--- config.mk ---
export PLATFORM = sky130hd
export DESIGN_NAME = tt_nco
export DESIGN_NICKNAME = d
export VERILOG_FILES = /design/src/rtl/tt_dco_pkg.sv /design/src/rtl/tt_fcw_clamp.sv /design/src/rtl/tt_nco.sv
export SDC_FILE = /design/constraint.sdc
export NUM_CORES = 1
export LEC_CHECK = 0
export ABC_AREA = 1
export CAP_MARGIN = 20
export CORE_MARGIN = 4
export CORE_UTILIZATION = 40
export CTS_BUF_LIST = sky130_fd_sc_hd__clkbuf_2 sky130_fd_sc_hd__clkbuf_4 sky130_fd_sc_hd__clkbuf_8
export DETAILED_ROUTE_END_ITERATION = 6
export PLACE_DENSITY_LB_ADDON = 0.1
export SLEW_MARGIN = 20
export SYNTH_ARGS = -nofsm -noshare
export SYNTH_HDL_FRONTEND = slang
export SYNTH_SLANG_ARGS = --single-unit
export TNS_END_PERCENT = 5
--- constraint.sdc ---
create_clock -name i_clk -period 2.5 [get_ports i_clk]
set_input_delay 0.5 -clock i_clk [delete_from_list [all_inputs] [get_ports i_clk]]
set_output_delay 0.5 -clock i_clk [all_outputs]
set_load 0.02 [all_outputs]
--- src/rtl/tt_dco_pkg.sv ---
// Shared definitions for the numerically controlled oscillator: state
// encoding and the legal frequency-control-word bounds.
package tt_dco_pkg;

    typedef enum logic [1:0] {
        ST_IDLE  = 2'd0,
        ST_RUN   = 2'd1,
        ST_DRAIN = 2'd2
    } nco_state_t;

    // Smallest FCW the oscillator may run with; zero would stall the phase.
    localparam logic [63:0] FCW_MIN = 64'd1;

    // Largest FCW for a given accumulator width: half a turn per cycle,
    // which is the fastest square wave the accumulator MSB can represent.
    function automatic logic [63:0] fcw_max(input int unsigned acc_w);
        return 64'd1 << (acc_w - 32'd1);
    endfunction

endpackage

--- src/rtl/tt_fcw_clamp.sv ---
// Combinational saturating adder: centre FCW plus scaled signed control,
// clamped to [FCW_MIN, fcw_max(ACC_W)] with a flag when clamping happens.
module tt_fcw_clamp #(
    parameter int ACC_W      = 24,
    parameter int CTRL_W     = 16,
    parameter int GAIN_SHIFT = 4
) (
    input  logic [ACC_W-1:0]         fcw_base,
    input  logic signed [CTRL_W-1:0] ctrl,
    output logic [ACC_W-1:0]         fcw,
    output logic                     sat
);
    import tt_dco_pkg::*;

    // Wide enough that neither the shift nor the addition can overflow.
    localparam int SUM_W = ACC_W + CTRL_W + GAIN_SHIFT + 1;

    localparam logic signed [SUM_W-1:0] MIN_S = SUM_W'(FCW_MIN);
    localparam logic signed [SUM_W-1:0] MAX_S = SUM_W'(fcw_max(ACC_W));

    logic signed [SUM_W-1:0] base_s;
    logic signed [SUM_W-1:0] ctrl_s;
    logic signed [SUM_W-1:0] sum_s;

    assign base_s = signed'({{(SUM_W-ACC_W){1'b0}}, fcw_base});
    assign ctrl_s = signed'({{(SUM_W-CTRL_W){ctrl[CTRL_W-1]}}, ctrl}) <<< GAIN_SHIFT;
    assign sum_s  = base_s + ctrl_s;

    // Clamp the full-precision sum into the legal FCW range.
    always_comb begin
        fcw = sum_s[ACC_W-1:0];
        sat = 1'b0;
        if (sum_s < MIN_S) begin
            fcw = MIN_S[ACC_W-1:0];
            sat = 1'b1;
        end else if (sum_s > MAX_S) begin
            fcw = MAX_S[ACC_W-1:0];
            sat = 1'b1;
        end else begin
            fcw = sum_s[ACC_W-1:0];
            sat = 1'b0;
        end
    end

endmodule

--- src/rtl/tt_nco.sv ---
// Numerically controlled oscillator: phase accumulator whose MSB is the
// generated clock. FCW changes only take effect at period boundaries, and a
// disable lets the current period finish before stopping low.
module tt_nco #(
    parameter int ACC_W      = 24,
    parameter int CTRL_W     = 16,
    parameter int GAIN_SHIFT = 4
) (
    input  logic                     i_clk,
    input  logic                     i_rst,
    input  logic                     i_enable,
    input  logic [ACC_W-1:0]         i_fcw_base,
    input  logic signed [CTRL_W-1:0] i_control,
    input  logic                     i_ctrl_valid,
    output logic                     o_clk_gen,
    output logic                     o_tick,
    output logic [ACC_W-1:0]         o_phase,
    output logic                     o_running,
    output logic                     o_sat
);
    import tt_dco_pkg::*;

    localparam logic [ACC_W-1:0] FCW_RST = ACC_W'(FCW_MIN);

    nco_state_t               state_r;
    nco_state_t               state_s;
    logic [ACC_W-1:0]         acc_r;
    logic [ACC_W-1:0]         acc_s;
    logic signed [CTRL_W-1:0] ctrl_r;
    logic [ACC_W-1:0]         active_fcw_r;
    logic                     clk_gen_r;
    logic                     tick_r;
    logic                     running_r;
    logic                     sat_r;

    logic [ACC_W:0]           sum_s;
    logic                     wrap_s;
    logic                     load_s;
    logic                     tick_s;
    logic [ACC_W-1:0]         clamp_fcw_s;
    logic                     clamp_sat_s;

    tt_fcw_clamp #(
        .ACC_W      (ACC_W),
        .CTRL_W     (CTRL_W),
        .GAIN_SHIFT (GAIN_SHIFT)
    ) u_clamp (
        .fcw_base (i_fcw_base),
        .ctrl     (ctrl_r),
        .fcw      (clamp_fcw_s),
        .sat      (clamp_sat_s)
    );

    // One extra bit catches the carry that marks the end of a period.
    assign sum_s  = {1'b0, acc_r} + {1'b0, active_fcw_r};
    assign wrap_s = sum_s[ACC_W];

    // Next-state, next-phase and FCW-reload decisions.
    always_comb begin
        state_s = state_r;
        acc_s   = acc_r;
        load_s  = 1'b0;
        tick_s  = 1'b0;
        case (state_r)
            ST_IDLE: begin
                acc_s = {ACC_W{1'b0}};
                if (i_enable) begin
                    state_s = ST_RUN;
                    load_s  = 1'b1;
                end else begin
                    state_s = ST_IDLE;
                end
            end
            ST_RUN: begin
                acc_s  = sum_s[ACC_W-1:0];
                tick_s = wrap_s;
                load_s = wrap_s;
                if (!i_enable) begin
                    state_s = ST_DRAIN;
                end else begin
                    state_s = ST_RUN;
                end
            end
            ST_DRAIN: begin
                acc_s  = sum_s[ACC_W-1:0];
                tick_s = wrap_s;
                load_s = wrap_s;
                if (i_enable) begin
                    // Re-enable wins even on a wrap cycle; phase carries on.
                    state_s = ST_RUN;
                end else if (wrap_s) begin
                    state_s = ST_IDLE;
                    acc_s   = {ACC_W{1'b0}};
                end else begin
                    state_s = ST_DRAIN;
                end
            end
            default: begin
                state_s = ST_IDLE;
                acc_s   = {ACC_W{1'b0}};
            end
        endcase
    end

    // Control word capture, independent of oscillator state.
    always_ff @(posedge i_clk or posedge i_rst) begin
        if (i_rst) begin
            ctrl_r <= {CTRL_W{1'b0}};
        end else if (i_ctrl_valid) begin
            ctrl_r <= i_control;
        end else begin
            ctrl_r <= ctrl_r;
        end
    end

    // Oscillator state, phase and period-boundary FCW reload.
    always_ff @(posedge i_clk or posedge i_rst) begin
        if (i_rst) begin
            state_r      <= ST_IDLE;
            acc_r        <= {ACC_W{1'b0}};
            active_fcw_r <= FCW_RST;
            sat_r        <= 1'b0;
        end else begin
            state_r <= state_s;
            acc_r   <= acc_s;
            if (load_s) begin
                active_fcw_r <= clamp_fcw_s;
                sat_r        <= clamp_sat_s;
            end else begin
                active_fcw_r <= active_fcw_r;
                sat_r        <= sat_r;
            end
        end
    end

    // Registered status outputs, each computed from next-state values so
    // they line up with the phase register.
    always_ff @(posedge i_clk or posedge i_rst) begin
        if (i_rst) begin
            clk_gen_r <= 1'b0;
            tick_r    <= 1'b0;
            running_r <= 1'b0;
        end else begin
            clk_gen_r <= acc_s[ACC_W-1];
            tick_r    <= tick_s;
            running_r <= (state_s != ST_IDLE);
        end
    end

    assign o_clk_gen = clk_gen_r;
    assign o_tick    = tick_r;
    assign o_phase   = acc_r;
    assign o_running = running_r;
    assign o_sat     = sat_r;

endmodule

### Yosys cells after proc, flatten, opt, wreduce, memory -nomap -nowiden

Cells that the tools add are included.

* bitwise operators: 0
* div/mod/pow operators: 0
* order comparisons: 2
* eq/ne operators: 2
* add/subtract/negate cells: 2
* shift operators: 0
* reduce and logical (&&, ||, !) cells: 3
* $mul: 0
* multiplexer cells: 15

Operators by type and width (number)
* $mux W24: 4
* $pmux W24 S2: 1
* $gt A45 B25 Y1 const B: 1
* $lt A45 B2 Y1 const B: 1
* $add A25 B20 Y26: 1
* $add A24 B24 Y25: 1
* $mux W2: 3
* $pmux W2 S3: 1
* $mux W1: 5
* $eq A2 B1 Y1 const B: 1
* $eq A2 B2 Y1 const B: 1
* $logic_not A2 Y1: 1
* $pmux W1 S2: 1
* $reduce_bool A2 Y1: 1
* $reduce_or A2 Y1: 1

* memories kept: 0
* logic and storage cells: 32
* flip-flop bits (word level): 70
* output and inout port bits: 28
* bits in latches: 0
* bits in writable memories: 0
* memory bits (read-only): 0

### Depth between registers and ports, before layout

Gate-level depths: netlist of the first run.

* word-level depth: 5
* gate-level depth with buffers: 20
* mapped depth without buffers: 20

### By module

A second synthesis of the first run with hierarchy kept.

* cells, all modules: 944
* area total of the unflattened synthesis: 6117.1 um2

Modules (own cells, without submodules)
* tt_nco: area an instance 4237.8 um2, sequential area each 1727.9 um2, cells each 555, instances 1
* tt_fcw_clamp: area an instance 1879.3 um2, sequential area each 0.0 um2, cells each 389, instances 1

### Worst setup path after synthesis of the first run

No wires, ideal clock.

* path kind: in2reg
* from: input i_fcw_base[4]
* to: register active_fcw_r[1]
* stages on the path: 18
* arrival: 2447 ps
* required time: 2434 ps
* setup slack: -12 ps
* path buffers: 1
* setup time: 66 ps
* path through: ha_1 -> fa_1 -> nand3_1 -> nand2_1 -> nand2_1 -> nand2_2 -> nand2_1 -> nand2_1 -> nand2_1 -> nand2_1 -> nor2_1 -> nand2_1 -> nor2_1 -> nand3_1 -> nand2_2 -> buf_6 -> nand4_1 -> nand2_1

* longest elaborated chain between the ends: 4
* elaborated cells on any way between the ends: 5
* those cells by class: 1 x add/sub; 2 x order compare; 2 x mux

Ends and longest elaborated chain
* from (decl): line tt_nco.sv:12 `input logic [ACC_W-1:0] i_fcw_base,`
* $add A25 B20 Y26 *: line tt_fcw_clamp.sv:27 `assign sum_s = base_s + ctrl_s;`
* $gt A45 B25 Y1: line tt_fcw_clamp.sv:36 `end else if (sum_s > MAX_S) begin`
* $mux W24: line tt_fcw_clamp.sv:36
* $mux W24 *: line tt_fcw_clamp.sv:33 `if (sum_s < MIN_S) begin`
* to (signal assigned): line tt_nco.sv:127 `active_fcw_r <= clamp_fcw_s;`
* to (signal assigned): line tt_nco.sv:130 `active_fcw_r <= active_fcw_r;`
* to (decl): line tt_nco.sv:30 `logic [ACC_W-1:0] active_fcw_r;`

Mark *: on every way between the ends. The rest lies on a longest branch, timed or not.
A chain may end at the register's enable or synchronous reset.

### Worst setup path after layout of the first run

* from: input i_fcw_base[14]
* to: register active_fcw_r[15]

The elaborated chain is that of the path after synthesis.

==> impl_metrics.env, run 1 <==
export IMPL_layout_nets=1033
export IMPL_violations="negative setup slack"
export IMPL_grt_total_usage_pct=18.1
export IMPL_row_count=42
export IMPL_drive_gt1_share_pct=22.8
export IMPL_synth_nets=880
export IMPL_die_h_um=125
export IMPL_yosysUniqueCellTypes=37
export IMPL_die_w_um=125
export IMPL_fillers=1197
export IMPL_setup_ws_ns=-0.0980
export IMPL_ys_flop_type="dfrtp_1"
export IMPL_r2r_cells=18
export IMPL_endpoint="active_fcw_r[15]"
export IMPL_worstMarginPinSlew_ns=0.425
export IMPL_synth_edf_count=0
export IMPL_post_dp_cell_area_sq_um=6950
export IMPL_worstPathMaxFanout=12
export IMPL_antenna_left=0
export IMPL_synthArstFlopShare_pct=100
export IMPL_ys_warn_count=0
export IMPL_synthCells=785
export IMPL_gr_total_overflow=0
export IMPL_synth_top_cell_by_area="dfrtp_1"
export IMPL_rsz0062_at_grt="true"
export IMPL_die_area_sq_um=15600
export IMPL_tns_ns=-1.83
export IMPL_grt_max_degree=54
export IMPL_hold_worst_slack_ns=0.434
export IMPL_startpoint="i_fcw_base[14]"
export IMPL_r2r_start="ctrl_r[15]"
export IMPL_cts_root_buf="clkbuf_8"
export IMPL_syn_area_per_cell_sq_um=6.97
export IMPL_antenna_found_initial=0
export IMPL_synthTopCellsByArea="dfrtp_1, nand2_1, ha_1"
export IMPL_synthesis_area_sq_um=5470
export IMPL_core_sq_um=13300
export IMPL_post_route_drc_count=0
export IMPL_power_static_leakage_nw=3.95
export IMPL_vdd_drop_max_uv=301
export IMPL_numClockSinks=69
export IMPL_required_ns=2.81
export IMPL_power_per_cell_area_nw_per_um2=748
export IMPL_placed_cells=1097
export IMPL_viasPerCell=4.86
export IMPL_routed_wl_um=14500
export IMPL_diodes=0
export IMPL_max_cap_violations=0
export IMPL_r2r_setup_slack_ns=-0.06
export IMPL_vias=5428
export IMPL_grt_pass1_wl_um=23500
export IMPL_finalCriticalPeriod_ns=2.60
export IMPL_pre_cts_ws_ns=-0.894
export IMPL_finalCritPeriodShare_pct=104
export IMPL_critPathCaptureType="flip-flop"
export IMPL_numCtsBuffers=9
export IMPL_drv_slew=0
export IMPL_seq_area_frac_synth_pct=31.6
export IMPL_fin_skew_ns=0.00844
export IMPL_clk_pin_slew_worst_paths_ns=0.08
export IMPL_outcome="finished with violations"
export IMPL_final_cells=1118
export IMPL_clock_latency_ns=0.37
export IMPL_grt_pass1_vias=5270
export IMPL_crit_type="input pin to flip-flop"
export IMPL_min_path_type="input pin to async pin"
export IMPL_setup_violations=24
export IMPL_place_hpwl_um=11200
export IMPL_fmax_ghz=0.385
export IMPL_timing_rr_end="active_fcw_r[15]"
export IMPL_initial_utilization_pct=41.2
export IMPL_maxSlewHeadroom_pct=71.4
export IMPL_cts_tree="built"
export IMPL_synth_seq_cells=69
export IMPL_startpoint_type="input pin"
export IMPL_area_delta_synth_final_pct=41.4
export IMPL_drtPass1Iterations=4
export IMPL_gp_congestion=0.906
export IMPL_worstPathArrival_ns=2.91
export IMPL_synth_top_cell_area_share_pct=31.1
export IMPL_htree_levels=3
export IMPL_ios=72
export IMPL_wl_per_cell_um=12.9
export IMPL_drt_initial_drc_count=364
export IMPL_io_buffers=71
export IMPL_hold_viol_final=0
export IMPL_final_area_sq_um=7740
export IMPL_clockBufferDepth=2
-- cell usage after synthesis (all sizes together), types with 2 or more instances --
cell type	number
a21oi	44
buf	10
clkbuf	3
dfrtp	68
fa	2
ha	49
inv	103
mux2	15
nand2	270
nand3	43
nand3b	6
nand4	29
nor2	80
nor3	9
o211ai	3
o21a	2
o21ai	17
o21bai	3
or2	2
xnor2	16
xor2	5
-- placed cells by master (no fill, tap or decap), types with 2 or more instances in the layout --
cell | Yosys | routed
o21bai_1 | 3 | 3
nor2_2 | 5 | 14
o21ai_0 | 17 | 16
xor2_1 | 5 | 4
nor3_2 | 1 | 2
clkbuf_8 | 0 | 10
inv_1 | 99 | 95
nor2_1 | 75 | 59
nand3_1 | 43 | 36
dfrtp_1 | 68 | 67
nand2_2 | 7 | 28
o211ai_1 | 2 | 2
ha_4 | 0 | 19
a21oi_1 | 42 | 37
nor3_1 | 8 | 7
mux2_2 | 15 | 15
xnor2_1 | 16 | 16
clkbuf_4 | 0 | 2
nand2_1 | 263 | 241
dlymetal6s2s_1 | 0 | 15
buf_4 | 1 | 76
clkdlybuf4s50_1 | 0 | 56
o21a_1 | 2 | 2
ha_1 | 49 | 30
buf_12 | 0 | 4
or2_2 | 2 | 2
nand3b_1 | 6 | 6
nand3_2 | 0 | 7
a21oi_2 | 1 | 6
nand4_1 | 29 | 29
clkbuf_16 | 0 | 2
nor2_4 | 0 | 8
inv_2 | 4 | 8
-- cells by family (layout without fill, tap and decap cells) --
| group | after synthesis | after routing | synth area share (%) |
|---|---|---|---|
| buf+inv | 117 | 273 | 8.73 |
| xor+xnor | 21 | 21 | 3.36 |
| fa+ha+maj | 51 | 51 | 11.9 |
| flops | 69 | 69 | 31.6 |
| compound gates | 71 | 71 | 7.29 |
| mux | 15 | 15 | 3.09 |
| simple gates | 441 | 442 | 34.0 |
-- worst min path at each step --
stage,from,to,slack (ns),depth (start not counted)
floorplan,active_fcw_r[23],active_fcw_r[23],0.45,2
global placement,active_fcw_r[0],active_fcw_r[0],0.46,2
detailed placement,active_fcw_r[0],active_fcw_r[0],0.47,2
CTS,i_rst,o_phase[0],0.43,2
global route,i_rst,o_phase[0],0.48,2
finish,i_rst,ctrl_r[9],0.43,2
-- metal layers --
layer,share of wire [%],vias up,GRT usage (%)
met5,0,-,0
met2,49,105,31.1
met4,3.2,0,8.74
li1,-,2828,-
met3,3.2,30,2.69
met1,44,2465,22.2
-- through the flow --
stage,power [mW],utilization [%]
detailed placement,4.61,52.3
CTS,5.62,54.1
floorplan,3.52,-
finish,5.79,58.2
global placement,4.53,52.3
global route,6.26,58.2
-- registers in the layout (all words and copies together) (netlist names) --
| register | flops |
|---|---|
| active_fcw_r | 24 |
| o_phase | 24 |
| ctrl_r | 16 |
| state_r | 2 |
| o_running | 1 |
| o_sat | 1 |
| o_tick | 1 |
-- what timing repair did --
item                       CTS  global route
gates resized for setup      5           104
buffers inserted             0             3
pin swaps                    1            37
setup endpoints to repair   24            49
hold buffers                 0             0
gates cloned                 1             2
-- cell type report --
type | instances | area, sq um | area share [%]
multi-input combinational | 600 | 3740 | 48.3
sequential | 69 | 1730 | 22.3
timing repair buffer | 154 | 1460 | 18.9
inverter | 104 | 390 | 5.05
tap | 176 | 220 | 2.85
clock buffer | 12 | 153 | 1.97
clock inverter | 3 | 46.3 | 0.598
-- worst max-delay path, stage by stage --
cell and delay [ns]:
clkdlybuf4s50_1 0.45, ha_4 0.31, nand2_2 0.09, nor2_1 0.19
nand2_1 0.06, nand3b_1 0.21, nand3_1 0.12, nand2_1 0.06
nand2_2 0.08, buf_4 0.10, nand2_1 0.04, nor2_1 0.08
nand3_1 0.09, nand2_2 0.17, clkbuf_16 0.19, nand4_1 0.09
nand2_1 0.08
-- report_power, final --
group | internal (mW) | switching, mW
sequential | 1.44 | 0.240
combinational | 1.43 | 1.70
clock | 0.507 | 0.464
Power figures use the tool's default switching activity.
==> run 2, diff against run 1 <==
- ABC_CLOCK_PERIOD_IN_PS: default -> 2500
- GPL_TIMING_DRIVEN: default -> 0
==> impl_metrics.env, run 2 (synthesis results as in run 1) <==
export IMPL_outcome="completed"
export IMPL_drt_initial_drc_count=311
export IMPL_power_per_cell_area_nw_per_um2=765
export IMPL_placed_cells=1032
export IMPL_vias=5333
export IMPL_viasPerCell=4.94
export IMPL_fin_skew_ns=0.0109
export IMPL_row_count=42
export IMPL_area_delta_synth_final_pct=38.0
export IMPL_core_sq_um=13300
export IMPL_final_cell_mix="nand2_1, inv_1, dfrtp_1, nor2_1, clkdlybuf4s50_1"
export IMPL_register_area_sq_um=1730
export IMPL_swShare_pct=42.8
export IMPL_drtPass1Iterations=5
export IMPL_place_hpwl_um=11200
export IMPL_clock_latency_ns=0.36
export IMPL_setup_violations=0
export IMPL_power_mw=5.78
export IMPL_grt_pass1_vias=5407
export IMPL_crit_chain="clkdlybuf4s50_1, ha_4, nand2_2, inv_1, nand2_1, nor2_2, nand3b_1, nand3_1, nand2_1, nand2_2, inv_2, nand3_1, nor2_2, nor2_4, buf_6, nand4_1, nand2_1"
export IMPL_htree_levels=3
export IMPL_worstPathMaxFanout=6
export IMPL_clockBufferDepth=2
export IMPL_gr_total_overflow=0
export IMPL_diodes=0
export IMPL_routed_wl_um=14800
export IMPL_cp_top_family="simple AND/OR/NAND/NOR gates"
export IMPL_rsz0062_at_grt="true"
export IMPL_p_comb_share_pct=54.9
export IMPL_max_cap_violations=0
export IMPL_worst_path_stages=17
export IMPL_r2r_cells=18
export IMPL_power_static_leakage_nw=3.78
export IMPL_io_buffers=70
export IMPL_cts_root_buf="clkbuf_8"
export IMPL_wl_per_cell_um=13.7
export IMPL_grt_pass1_wl_um=24600
export IMPL_p_seq_share_pct=29.3
export IMPL_crit_top_cell="nand2_1"
export IMPL_hold_buffers=0
export IMPL_clock_power_share_pct=15.8
export IMPL_post_route_drc_count=0
export IMPL_hold_viol_final=0
export IMPL_cts_tree="built"
export IMPL_ios=72
export IMPL_required_ns=2.80
export IMPL_cell_internal_pwr_mw=3.30
export IMPL_cp_num_buf_inv=4
export IMPL_fillers=1233
export IMPL_drv_slew=0
export IMPL_tns_ns=0
export IMPL_antenna_left=0
export IMPL_fmax_ghz=0.402
export IMPL_worstPathArrival_ns=2.78
export IMPL_hold_worst_slack_ns=0.416
export IMPL_critPathCaptureType="flip-flop"
export IMPL_p_switching_mw=2.47
export IMPL_r2r_setup_slack_ns=0.03
export IMPL_numClockSinks=69
export IMPL_final_cells=1080
export IMPL_die_w_um=125
export IMPL_die_h_um=125
export IMPL_antenna_found_initial=0
export IMPL_clk_pin_slew_worst_paths_ns=0.08
export IMPL_multiInputGateArea_sq_um=3860
export IMPL_numCtsBuffers=9
export IMPL_initial_utilization_pct=41.2
export IMPL_slowest_stage="clkdlybuf4s50_1"
export IMPL_slowest_delay_ns=0.44
export IMPL_grt_total_usage_pct=19.0
export IMPL_drive_gt1_share_pct=23.3
export IMPL_final_common_cell="nand2_1"
export IMPL_maxSlewHeadroom_pct=57.9
export IMPL_min_path_type="input pin to async pin"
export IMPL_startpoint_type="input pin"
export IMPL_worstMarginPinSlew_ns=0.632
export IMPL_vdd_drop_max_uv=286
export IMPL_gp_congestion=0.902
export IMPL_die_area_sq_um=15600
export IMPL_layout_nets=995
export IMPL_grt_max_degree=55
export IMPL_crit_type="input pin to flip-flop"
export IMPL_finalCritPeriodShare_pct=99.4
export IMPL_finalCriticalPeriod_ns=2.48
==> run 2: worst register-to-register path, stage by stage, from the launching register on <==
cell and delay [ns]:
dfrtp_1 0.41, ha_4 0.17, fa_2 0.40, nand3_4 0.12, nand2_4 0.07, nand2_4 0.08, nand2_4 0.06, nand2_2 0.07
nand2_1 0.06, nand2_1 0.06, nand2_1 0.06, nor2_1 0.11, nand2_1 0.07, nor2_2 0.11, nand3_2 0.10, nand2_4 0.14
buf_6 0.14, nand4_1 0.10, nand2_1 0.08
==> run 2: layout make-up <==
type,count,share of cell area (%)
tap,176,2.92
clock inverter,5,0.696
timing repair buffer,104,13.7
clock buffer,10,1.74
inverter,104,5.20
multi-input combinational,599,51.2
sequential,69,22.9
buffer,13,1.66
==> run 2: final timing paths <==
path / start / endpoint
worst min register to register: active_fcw_r[0] / active_fcw_r[0]
worst max-delay path: i_fcw_base[20] / active_fcw_r[9]
min in group i_clk: active_fcw_r[0] / active_fcw_r[0]
worst min-delay path: i_rst / ctrl_r[14]
worst max register to register: ctrl_r[0] / active_fcw_r[9]
max in group asynchronous: i_rst / active_fcw_r[0]
==> run 2: routing by layer <==
metal / vias up / wire length (um) / global-route usage [%]
li1: 2758 / - / -
met5: - / 0 / 0
met2: 104 / 7400 / 33.5
met1: 2442 / 6530 / 23.4
met3: 29 / 411 / 2.47
met4: 0 / 413 / 8.10
==> run 2: power by group through the flow <==
stage	Clock [mW]	Sequential [mW]	Combinational, mW
floorplan	0	1.75	1.77
global placement	0	1.69	2.59
detailed placement	0	1.71	2.64
CTS	0.945	1.70	2.93
global route	0.987	1.74	3.51
finish	0.910	1.69	3.17
==> run 2: through the flow <==
| step | area (sq um) | worst slack [ns] | utilization, % |
|---|---|---|---|
| after floorplan | 5480 | 0.0511 | - |
| after global placement | 6400 | -0.869 | 48.1 |
| after detailed placement | 6430 | -0.810 | 48.3 |
| after CTS | 7170 | -0.0428 | 54.0 |
| after global routing | 7550 | -0.106 | 56.8 |
| final | 7550 | 0.0151 | 56.8 |
==> run 2: timing repair <==
action                                  in CTS  in global routing
gates resized for setup                     79                114
gates cloned                                 3                  1
hold endpoints to repair                     0                  0
pin swaps                                   38                 59
endpoints found under the setup margin      49                 49
setup buffers                               20                  9
==> run 3, diff against run 2 <==
- ABC_AREA: 1 -> default
- DONT_BUFFER_PORTS: default -> 1
==> impl_metrics.env, run 3 <==
export IMPL_post_dp_cell_area_sq_um=4870
export IMPL_crit_type="flip-flop to flip-flop"
export IMPL_wl_per_cell_um=16.8
export IMPL_synth_edf_count=0
export IMPL_violations="negative setup slack"
export IMPL_yosysMostFrequentCell="dfrtp_1"
export IMPL_required_ns=2.80
export IMPL_drive_gt1_share_pct=23.5
export IMPL_slowest_delay_ns=0.56
export IMPL_power_per_cell_area_nw_per_um2=730
export IMPL_core_sq_um=11400
export IMPL_grt_busiest_layer="met2"
export IMPL_clock_power_share_pct=20.4
export IMPL_tns_ns=-38.93
export IMPL_post_route_drc_count=0
export IMPL_worstPathArrival_ns=4.00
export IMPL_grt_pass1_wl_um=18300
export IMPL_final_cells=645
export IMPL_use_met1_pct=21.9
export IMPL_grt_total_usage_pct=17.4
export IMPL_synthArstFlopShare_pct=100
export IMPL_final_cell_mix="dfrtp_1, ha_1, nor2_1, a21oi_1, a21o_1"
export IMPL_die_area_sq_um=13400
export IMPL_gr_total_overflow=0
export IMPL_ys_flop_type="dfrtp_1"
export IMPL_ys_warn_count=0
export IMPL_synthTopCellsByArea="dfrtp_1, ha_1, a21o_1"
export IMPL_max_cap_violations=0
export IMPL_vdd_drop_max_uv=418
export IMPL_numClockSinks=69
export IMPL_p_seq_share_pct=38.0
export IMPL_register_area_sq_um=1730
export IMPL_antenna_left=0
export IMPL_die_h_um=116
export IMPL_synth_seq_cells=69
export IMPL_worstMarginPinSlew_ns=0.717
export IMPL_setup_violations=52
export IMPL_met2_usage_pct=28.5
export IMPL_cts_root_buf="clkbuf_8"
export IMPL_final_area_sq_um=5560
export IMPL_initial_utilization_pct=40.8
export IMPL_clk_pin_slew_worst_paths_ns=0.08
export IMPL_drt_initial_drc_count=126
export IMPL_hold_viol_final=0
export IMPL_drv_slew=0
export IMPL_io_buffers=0
export IMPL_synthesis_area_sq_um=4640
export IMPL_cp_num_buf_inv=3
export IMPL_synth_top_cell_area_share_pct=36.6
export IMPL_routed_wl_um=10800
export IMPL_cts_tree="built"
export IMPL_synth_top_cell_by_area="dfrtp_1"
export IMPL_yosysUniqueCellTypes=59
export IMPL_power_static_leakage_nw=2.59
export IMPL_finalCritPeriodShare_pct=148
export IMPL_die_w_um=116
export IMPL_hold_worst_slack_ns=0.197
export IMPL_numCtsBuffers=9
export IMPL_crit_chain="ha_4, fa_2, a21o_1, a221oi_4, buf_4, o21ai_2, a31oi_4, xnor2_2, or4_4, or4_4, a21oi_4, buf_6, buf_6, a22o_1"
export IMPL_p_comb_share_pct=41.5
export IMPL_slowest_stage="or4_4"
export IMPL_drtPass1Iterations=4
export IMPL_fmax_ghz=0.270
export IMPL_final_common_cell="dfrtp_1"
export IMPL_place_hpwl_um=8240
export IMPL_htree_levels=3
export IMPL_grt_max_degree=57
export IMPL_fillers=1066
export IMPL_critPathCaptureType="flip-flop"
export IMPL_pre_cts_ws_ns=-1.63
export IMPL_setup_ws_ns=-1.20
export IMPL_finalCriticalPeriod_ns=3.70
export IMPL_ios=72
export IMPL_maxSlewHeadroom_pct=51.7
export IMPL_clockBufferDepth=2
export IMPL_synth_commonest_cells="dfrtp_1, ha_1, nor2_1"
export IMPL_rsz0062_at_grt="true"
export IMPL_p_switching_mw=1.59
export IMPL_layout_nets=592
export IMPL_diodes=0
export IMPL_gp_congestion=0.835
export IMPL_row_count=39
export IMPL_synth_nets=550
export IMPL_min_path_type="input pin to flip-flop"
export IMPL_grt_pass1_vias=3673
export IMPL_clock_latency_ns=0.36
export IMPL_power_mw=4.05
export IMPL_fin_skew_ns=0.0114
export IMPL_worstPathMaxFanout=5
export IMPL_antenna_found_initial=0
export IMPL_outcome="finished with violations"
export IMPL_startpoint_type="flip-flop"
export IMPL_viasPerCell=5.56
export IMPL_synthCells=455
export IMPL_syn_area_per_cell_sq_um=10.2
export IMPL_cp_top_family="compound AO/OA/AOI/OAI gates"
export IMPL_vias=3583
export IMPL_cell_internal_pwr_mw=2.46
export IMPL_fin_util_pct=48.9
export IMPL_area_delta_synth_final_pct=19.6
export IMPL_seq_area_frac_synth_pct=37.2
export IMPL_placed_cells=599
export IMPL_swShare_pct=39.3
export IMPL_multiInputGateArea_sq_um=3030
export IMPL_met3_usage_pct=5.85
-- run 3: final cells by class --
type,instances,share of cell area (%)
well taps,143,3.22
plain buffers,9,1.42
flip-flops and latches,69,31.1
inverters,14,0.991
clock inverters,7,0.901
repair buffers,33,5.50
multi-input cells,361,54.6
clock buffers,9,2.23
-- run 3: what timing repair did --
item                       in CTS  in global routing
hold endpoints to repair       13                  0
hold buffers                    1                  0
gates cloned                    2                  0
pin swaps                      31                 13
resized for setup              43                 16
setup endpoints to repair      52                 52
buffers inserted               25                  5
-- run 3: power groups by stage --
stage	sequential, mW	combinational [mW]	clock (mW)
floorplan	1.49	1.08	0
global placement	1.56	1.31	0
detailed placement	1.57	1.34	0
CTS	1.55	1.62	0.868
global route	1.57	1.87	0.918
finish	1.54	1.68	0.828
-- run 3: path summary, 6_finish.rpt --
path | from | to | slack (ns) | cells after the start
setup / recovery | ctrl_r[0] | active_fcw_r[4] | -1.20 | 14
hold / removal | i_enable | state_r[1] | 0.20 | 1
setup reg to reg | ctrl_r[0] | active_fcw_r[4] | -1.20 | 14
hold reg to reg | ctrl_r[10] | ctrl_r[10] | 0.51 | 1
max in group asynchronous | i_rst | active_fcw_r[0] | 1.39 | 3
min in group asynchronous | i_rst | ctrl_r[3] | 0.54 | 2
-- run 3: worst register-to-register path: stages, from the launching register on --
cell	delay, ns
dfrtp_1	0.41
ha_4	0.17
fa_2	0.34
a21o_1	0.22
a221oi_4	0.35
buf_4	0.18
o21ai_2	0.10
a31oi_4	0.19
xnor2_2	0.09
or4_4	0.47
or4_4	0.56
a21oi_4	0.23
buf_6	0.13
buf_6	0.11
a22o_1	0.11
-- run 3: cells by family after synthesis --
kind of cell               count (synthesis)  share of synthesized area, %
AOI/OAI and AO/OA                        148                          23.2
buffers and inverters                     25                          2.45
muxes                                     16                          3.88
adders and majority gates                 51                          14.1
and+or+nand+nor                          107                          11.9
DFF                                       69                          37.2
xor gates and xnor gates                  39                          7.35
-- run 3: per-layer routing --
layer | vias to the layer above | share of wire, %
met2 | 70 | 48
li1 | 1788 | -
met3 | 13 | 5.2
met4 | 0 | 1.2
met5 | - | 0
met1 | 1712 | 46
